### src/rtl/reg_file_sb_if.sv
// rtl/reg_file_sb_if.sv - register file read/write/issue bus between decode, writeback and reg_file_sb
//
// Purpose: bundles the read ports, both write ports, the issue port and the
// scoreboard status outputs of reg_file_sb into one interface.
// Signals (all widths follow DW/DEPTH/NUM_RD, AW = $clog2(DEPTH)):
//   RF_rd_addr   NUM_RD*AW  read addresses, port k at [k*AW +: AW]
//   RF_rd_data   NUM_RD*DW  read data, port k at [k*DW +: DW]
//   RF_rd_busy   NUM_RD     addressed register still owned by an in-flight op
//   RF_wr0_*               pipeline writeback port
//   RF_wr1_*               long-latency unit write port (clears pending)
//   RF_issue_*             marks a destination register pending
//   RF_pend_cnt  AW+1       number of pending registers
//   RF_err       1          sticky scoreboard protocol error
// Modports: master = decode/writeback side, slave = register file.
interface reg_file_sb_if #(
  parameter int DW     = 32,
  parameter int DEPTH  = 32,
  parameter int NUM_RD = 2
);
  localparam int AW = $clog2(DEPTH);

  logic [NUM_RD*AW-1:0] RF_rd_addr;
  logic [NUM_RD*DW-1:0] RF_rd_data;
  logic [NUM_RD-1:0]    RF_rd_busy;
  logic                 RF_wr0_en;
  logic [AW-1:0]        RF_wr0_addr;
  logic [DW-1:0]        RF_wr0_data;
  logic                 RF_wr1_en;
  logic [AW-1:0]        RF_wr1_addr;
  logic [DW-1:0]        RF_wr1_data;
  logic                 RF_issue_en;
  logic [AW-1:0]        RF_issue_addr;
  logic [AW:0]          RF_pend_cnt;
  logic                 RF_err;

  modport master (
    output RF_rd_addr, RF_wr0_en, RF_wr0_addr, RF_wr0_data,
           RF_wr1_en, RF_wr1_addr, RF_wr1_data, RF_issue_en, RF_issue_addr,
    input  RF_rd_data, RF_rd_busy, RF_pend_cnt, RF_err
  );

  modport slave (
    input  RF_rd_addr, RF_wr0_en, RF_wr0_addr, RF_wr0_data,
           RF_wr1_en, RF_wr1_addr, RF_wr1_data, RF_issue_en, RF_issue_addr,
    output RF_rd_data, RF_rd_busy, RF_pend_cnt, RF_err
  );
endinterface

### src/rtl/reg_file_sb.sv
// rtl/reg_file_sb.sv - multi-read, dual-write register file with per-register pending scoreboard
//
// Purpose: NUM_RD combinational read ports, a pipeline write port (wr0) and a
// long-latency write port (wr1). Each register carries a pending bit set by
// issue and cleared by wr1, so decode can stall on operands still in flight.
// Ports:
//   clk        rising-edge clock
//   SYS_reset  asynchronous active-high reset; clears array and scoreboard
//   bus        reg_file_sb_if.slave (read/write/issue ports, busy, pend_cnt, err)
// Optional build macro: REGFILE_BYPASS_EN - reads forward same-cycle write data
// (wr1 over wr0); otherwise reads return the pre-edge array content.
module reg_file_sb #(
  parameter int DW       = 32,
  parameter int DEPTH    = 32,
  parameter int NUM_RD   = 2,
  parameter int ZERO_REG = 1
) (
  input  logic         clk,
  input  logic         SYS_reset,
  reg_file_sb_if.slave bus
);
  localparam int AW = $clog2(DEPTH);

  logic [DW-1:0]    r_mem [DEPTH];
  logic [DEPTH-1:0] r_pend;
  logic [AW:0]      r_pend_cnt;
  logic             r_err;

  logic w_wr0_ok, w_wr1_ok, w_iss_ok, w_same;
  logic w_iss_err, w_wr1_err, w_inc, w_dec;

  function automatic logic f_zero(input logic [AW-1:0] a);
    return (ZERO_REG != 0) && (a == '0);
  endfunction

  // Operations aimed at the hard-wired zero register are silently dropped.
  assign w_wr0_ok = bus.RF_wr0_en   & ~f_zero(bus.RF_wr0_addr);
  assign w_wr1_ok = bus.RF_wr1_en   & ~f_zero(bus.RF_wr1_addr);
  assign w_iss_ok = bus.RF_issue_en & ~f_zero(bus.RF_issue_addr);
  assign w_same   = (bus.RF_wr1_addr == bus.RF_issue_addr);

  // A completion and a new issue to the same register hand ownership over
  // cleanly: neither side is an error and the bit stays set.
  assign w_iss_err = w_iss_ok & r_pend[bus.RF_issue_addr] & ~(w_wr1_ok & w_same);
  assign w_wr1_err = w_wr1_ok & ~r_pend[bus.RF_wr1_addr] & ~(w_iss_ok & w_same);

  // Population count is tracked incrementally from the bits that actually flip.
  assign w_inc = w_iss_ok & ~r_pend[bus.RF_issue_addr];
  assign w_dec = w_wr1_ok & r_pend[bus.RF_wr1_addr] & ~(w_iss_ok & w_same);

  always_ff @(posedge clk or posedge SYS_reset) begin
    if (SYS_reset) begin
      for (int i = 0; i < DEPTH; i++) begin
        r_mem[i] <= '0;
      end
      r_pend     <= '0;
      r_pend_cnt <= '0;
      r_err      <= 1'b0;
    end else begin
      if (w_wr0_ok) begin
        r_mem[bus.RF_wr0_addr] <= bus.RF_wr0_data;
      end
      // Later assignment wins: wr1 data over wr0, issue set over wr1 clear.
      if (w_wr1_ok) begin
        r_mem[bus.RF_wr1_addr]  <= bus.RF_wr1_data;
        r_pend[bus.RF_wr1_addr] <= 1'b0;
      end
      if (w_iss_ok) begin
        r_pend[bus.RF_issue_addr] <= 1'b1;
      end
      r_pend_cnt <= r_pend_cnt + (AW+1)'(w_inc) - (AW+1)'(w_dec);
      if (w_iss_err || w_wr1_err) begin
        r_err <= 1'b1;
      end
    end
  end

  logic [NUM_RD*DW-1:0] w_rd_data;
  logic [NUM_RD-1:0]    w_rd_busy;
  logic [AW-1:0]        w_ra;
  logic [DW-1:0]        w_rd;

  always_comb begin
    w_rd_data = '0;
    w_rd_busy = '0;
    w_ra      = '0;
    w_rd      = '0;
    for (int k = 0; k < NUM_RD; k++) begin
      w_ra = bus.RF_rd_addr[k*AW +: AW];
      w_rd = r_mem[w_ra];
`ifdef REGFILE_BYPASS_EN
      if (w_wr1_ok && (bus.RF_wr1_addr == w_ra)) begin
        w_rd = bus.RF_wr1_data;
      end else if (w_wr0_ok && (bus.RF_wr0_addr == w_ra)) begin
        w_rd = bus.RF_wr0_data;
      end
`endif
      if (f_zero(w_ra)) begin
        w_rd = '0;
      end
      w_rd_data[k*DW +: DW] = w_rd;
      // A completing wr1 releases the operand in the same cycle.
      w_rd_busy[k] = r_pend[w_ra] & ~(bus.RF_wr1_en & (bus.RF_wr1_addr == w_ra));
    end
  end

  assign bus.RF_rd_data  = w_rd_data;
  assign bus.RF_rd_busy  = w_rd_busy;
  assign bus.RF_pend_cnt = r_pend_cnt;
  assign bus.RF_err      = r_err;
endmodule

### src/flat_wrapper.sv
// flat-port wrapper written by rule: the top's interface ports become plain ports
module reg_file_sb_flat 
#(
  parameter int DW       = 32,
  parameter int DEPTH    = 32,
  parameter int NUM_RD   = 2,
  parameter int ZERO_REG = 1
)
  (clk, SYS_reset, bus_RF_rd_addr, bus_RF_wr0_en, bus_RF_wr0_addr, bus_RF_wr0_data, bus_RF_wr1_en, bus_RF_wr1_addr, bus_RF_wr1_data, bus_RF_issue_en, bus_RF_issue_addr, bus_RF_rd_data, bus_RF_rd_busy, bus_RF_pend_cnt, bus_RF_err);
  reg_file_sb_if #(.DW(DW), .DEPTH(DEPTH), .NUM_RD(NUM_RD)) bus_i ();
  input  logic clk;
  input  logic SYS_reset;
  input wire logic [$bits(bus_i.RF_rd_addr)-1:0] bus_RF_rd_addr;
  input wire logic [$bits(bus_i.RF_wr0_en)-1:0] bus_RF_wr0_en;
  input wire logic [$bits(bus_i.RF_wr0_addr)-1:0] bus_RF_wr0_addr;
  input wire logic [$bits(bus_i.RF_wr0_data)-1:0] bus_RF_wr0_data;
  input wire logic [$bits(bus_i.RF_wr1_en)-1:0] bus_RF_wr1_en;
  input wire logic [$bits(bus_i.RF_wr1_addr)-1:0] bus_RF_wr1_addr;
  input wire logic [$bits(bus_i.RF_wr1_data)-1:0] bus_RF_wr1_data;
  input wire logic [$bits(bus_i.RF_issue_en)-1:0] bus_RF_issue_en;
  input wire logic [$bits(bus_i.RF_issue_addr)-1:0] bus_RF_issue_addr;
  output wire logic [$bits(bus_i.RF_rd_data)-1:0] bus_RF_rd_data;
  output wire logic [$bits(bus_i.RF_rd_busy)-1:0] bus_RF_rd_busy;
  output wire logic [$bits(bus_i.RF_pend_cnt)-1:0] bus_RF_pend_cnt;
  output wire logic [$bits(bus_i.RF_err)-1:0] bus_RF_err;
  assign bus_i.RF_rd_addr = bus_RF_rd_addr;
  assign bus_i.RF_wr0_en = bus_RF_wr0_en;
  assign bus_i.RF_wr0_addr = bus_RF_wr0_addr;
  assign bus_i.RF_wr0_data = bus_RF_wr0_data;
  assign bus_i.RF_wr1_en = bus_RF_wr1_en;
  assign bus_i.RF_wr1_addr = bus_RF_wr1_addr;
  assign bus_i.RF_wr1_data = bus_RF_wr1_data;
  assign bus_i.RF_issue_en = bus_RF_issue_en;
  assign bus_i.RF_issue_addr = bus_RF_issue_addr;
  assign bus_RF_rd_data = bus_i.RF_rd_data;
  assign bus_RF_rd_busy = bus_i.RF_rd_busy;
  assign bus_RF_pend_cnt = bus_i.RF_pend_cnt;
  assign bus_RF_err = bus_i.RF_err;
  reg_file_sb #(.DW(DW), .DEPTH(DEPTH), .NUM_RD(NUM_RD), .ZERO_REG(ZERO_REG)) u_core (.clk(clk), .SYS_reset(SYS_reset), .bus(bus_i));
endmodule
### config.mk
export PLATFORM = sky130hd
export DESIGN_NAME = reg_file_sb_flat
export DESIGN_NICKNAME = d
export VERILOG_FILES = /design/src/rtl/reg_file_sb_if.sv /design/src/rtl/reg_file_sb.sv /design/src/flat_wrapper.sv
export SDC_FILE = /design/constraint.sdc
export NUM_CORES = 2
export LEC_CHECK = 0
export CORE_ASPECT_RATIO = 0.75
export CORE_UTILIZATION = 63
export CTS_CLUSTER_SIZE = 24
export DETAILED_ROUTE_END_ITERATION = 6
export PLACE_DENSITY_LB_ADDON = 0.1
export SYNTH_ARGS = -nofsm -noshare
export SYNTH_HDL_FRONTEND = slang
export SYNTH_SLANG_ARGS = --single-unit
### constraint.sdc
create_clock -name clk -period 52 [get_ports clk]
set_input_delay 15.6 -clock clk [delete_from_list [all_inputs] [get_ports clk]]
set_output_delay 15.6 -clock clk [all_outputs]
set_load 0.05 [all_outputs]
==> metrics.md <==
| Metric | Value |
|---|---|
| Status | finished, violations left |
| Failing checks | capacitance limit, slew limit |
| Vias in the first global route | between 50k and 60k |
| Largest net degree at the start of global routing | approximately 160 |
| Compound-Gate Fraction of Synth Area | 0.106 |
| CTS Buf Count | 108 |
| Clock-pin slew on the worst setup and hold paths | approximately 60 ps |
| Commonest non-fill, non-tap cell in the layout | dfrtp_1 |
| Slew headroom | -0.0238 |
| Final Hold Vio Count | 0 |
| Post-synthesis mux area share | 0.360 |
| Utilization after layout | 0.690 |
| Flops & latches, synth | between 1k and 1.5k |
| Global-route wire length before repair | roughly 360000 µm |
| Static leakage | about 30 nW |
| Post-Syn Instances | a little over 6k |
| Synthesized cell area | 0.0660 mm² |
| Setup crit end kind | primary output |
| Dpl cell area | around 0.068 mm² |
| Post-CTS setup buffer count | 0 |
| Vias/cell | roughly 7.4 |
| Cell Chain, Critical Path | buf_8, buf_4, buf_4, buf_4, mux4_2, mux2_2, a221oi_1, nor3_1, clkdlybuf4s50_1 |
| Post-synth EDFFs | 0 |
| Peak fanout along the critical path | just under 60 |
| H-tree lvl count | 3 |
| PwrDens | approximately 40 mW/mm² |
| Row cnt | just over 100 |
| Adder-cell share of the synthesized area | 0.00144 |
| # port buffers | about 170 |
| Post-synth ARST share | 1.00 |
| Syn Nets | between 6k and 7k |
| Worst reg-to-reg setup slack | 49000 ps |
| Tcrit/Tclk final | 0.703 |
| # nets final | between 5k and 6k |
| RSZ-0062 raised after global routing | false |
| Post-Syn Area per Cell | 10.9 µm² |
| CTS Sinks | roughly 1.1k |
| Gpl congestion | 0.931 |
| Critical Path Most Common Cell | buf_4 |
| FF-to-FF Start | u_core.r_pend[25]$_DFF_PP0_ |
| Synthesis Warnings | 0 |
| Most frequent cells in the layout | 1063 x dfrtp_1, 1004 x mux2i_1, 588 x mux4_2, 582 x nor2_1, 564 x a21oi_1 |
| Post-Synth XOR/XNOR Area | 0.00266 |
| Die extent in x | between 300 and 400 µm |
| Top Family by Delay on Critical Path | buffers and inverters |
| Clock skew | approximately 11 ps |
| Synth area leader | dfrtp_1 |
| Io pins | 167 |
| Hold WS | between 300 and 400 ps |
| DRT Wirelength | around 250000 µm |
| Hold endpoint | u_core.r_mem[1023]$_DFF_PP0_ |
| Hold Crit Class | reg2reg |
| Resize count post-CTS | 0 |
| Share of layout cells above drive strength 1 | 0.176 |
| Synth top area cells | dfrtp_1 40%, mux4_2 20%, mux2i_1 15% |
| Wire per inst | about 34 µm |
| Fmax | 27.3 MHz |
| Clock Root Buffer | clkbuf_16 |
| Worst path max stage delay | 1000 ps |
| Detailed Place HPWL | about 140000 µm |
| DRT Pass-1 Iters | 6 |
| Main flop type after synthesis | dfrtp_1 |
| Total track usage | 0.475 |
| Crit path DAT | 20980 ps |
| Worst slew pin tran | between 1500 and 2000 ps |
| Post-synth top area share | 0.403 |
| Critical path buffers and inverters | 5 |
| Setup TNS after final layout | 0 ps |
| Worst hold start | u_core.r_mem[1023]$_DFF_PP0_ |
| # hold bufs at CTS | 0 |
| Non-filler cells, final | ~7.2k |
| Worst reg-to-reg path cell count | 13 |
| Die Span Y | between 200 and 300 µm |
| Worst r2r dst | u_core.bus.RF_pend_cnt[4]$_DFF_PP0_ |
| Worst-Skew Late Latency | slightly above 700 ps |
| Pins over their slew limit | 5 |
| Post-DRT Antenna Nets | 0 |
| Max Root-Sink Buffers | 3 |
| CTS tree | yes |
| Gr ovfl total | 0 |
| Initial drt markers | 9630 |
| Placed Cells | between 7k and 8k |
| Finish-stage setup viols | 0 |
| Post-route DRC | 0 |
| Fin area | 0.0715 mm² |
| Post-synth cell types | 55 |
| Area of the core | about 0.10 mm² |
| Via count | around 54k |
| Sequential share of the synthesized area | 0.403 |
| Hold path cells | 0 |
| CP required | about 36000 ps |
| Slowest CP cell | nor3_1 |
| Max IR drop VDD | just over 0.03 mV |
| Initial antenna violation count | 34 |
| Critical path class | in2out |
| Post-Synth Simple-Gate Area | 0.0751 |
| Largest family of logic cells by synthesized area | multiplexers |
| Startpoint type of the worst setup path | primary input |
| Max-Cap Viols | 2 |
| Die area | ~0.11 mm² |
| Filler cells | roughly 7.7k |
| Initial Util | 0.637 |
| P&R area growth vs syn | 8.35% |
| Tmin final | 36580 ps |
## cell usage after synthesis (4+ instances only)
cell type and number:
o221ai_1 25, ha_1 6, a21oi_1 564, dfrtp_1 1063, nor2_2 4, clkbuf_1 523
xor2_1 11, nor3_1 33, mux2i_1 1004, o21ai_1 15, a211o_1 13, a22o_1 6
o22ai_1 21, buf_4 29, nor2_1 608, nand4_1 5, a221oi_1 28, nand2b_1 9
buf_6 9, mux4_2 588, mux2_2 43, nand2_1 548, inv_1 59, buf_1 74
a32oi_1 85, or2_2 8, nand3_1 9, nor2b_1 9, o21ai_0 490, or3_1 4
buf_2 118, xnor2_1 9
## where the power goes
part           leakage, nW  internal [mW]  total (mW)  switching (mW)
clock network         1.82          0.482       0.834           0.351
logic                 15.5          0.413       0.796           0.383
registers             13.0           1.04        1.23           0.183
total                 30.3           1.94        2.85           0.917
## how the worst max path moves through the flow
stage	startpoint	endpoint	depth (start not counted)
after floorplan	SYS_reset	u_core.bus.RF_err$_DFFE_PP0P_	1
after global placement	bus_RF_rd_addr[5]	bus_RF_rd_data[37]	9
after detailed placement	bus_RF_rd_addr[5]	bus_RF_rd_data[37]	9
after CTS	bus_RF_rd_addr[5]	bus_RF_rd_data[37]	9
after global routing	bus_RF_rd_addr[5]	bus_RF_rd_data[54]	9
final	bus_RF_rd_addr[5]	bus_RF_rd_data[54]	9
## cells by family (layout without fill, tap and decap cells)
family	after synthesis	in the layout
compound gates	1262	1262
xor+xnor	20	20
fa+ha+maj	7	7
buf+inv	812	546
flops	1063	1063
mux	1635	1635
other cells	0	29
simple gates	1257	1257
## stage by stage
stage	total power, mW	worst slack [ps]
2_1_floorplan	1.78	6480
3_3_place_gp	1.97	15540
3_5_place_dp	2.01	15510
4_1_cts	2.83	15510
5_1_grt	2.96	15210
6_report	2.85	15420
## layer usage
layer,routed length [µm],GRT usage
met5,85,0
met4,15600,0.275
met3,42000,0.192
met2,101000,0.633
met1,90000,0.656
## layout make-up
class	count	area, µm²	share of cell area
clock buffer	155	3150	0.0441
multi-input combinational	4181	36400	0.510
antenna	29	72.6	0.00102
inverter	59	229	0.00320
timing repair buffer	297	2690	0.0377
sequential	1063	26600	0.372
tap	1404	1760	0.0246
clock inverter	35	515	0.00721
## registers in the layout, indices dropped and copies added (netlist names)
signal	flops
u_core.r_mem	1024
u_core.r_pend	32
u_core.bus.RF_err	1
u_core.bus.RF_pend_cnt	6
(Power assumes the default switching activity.)
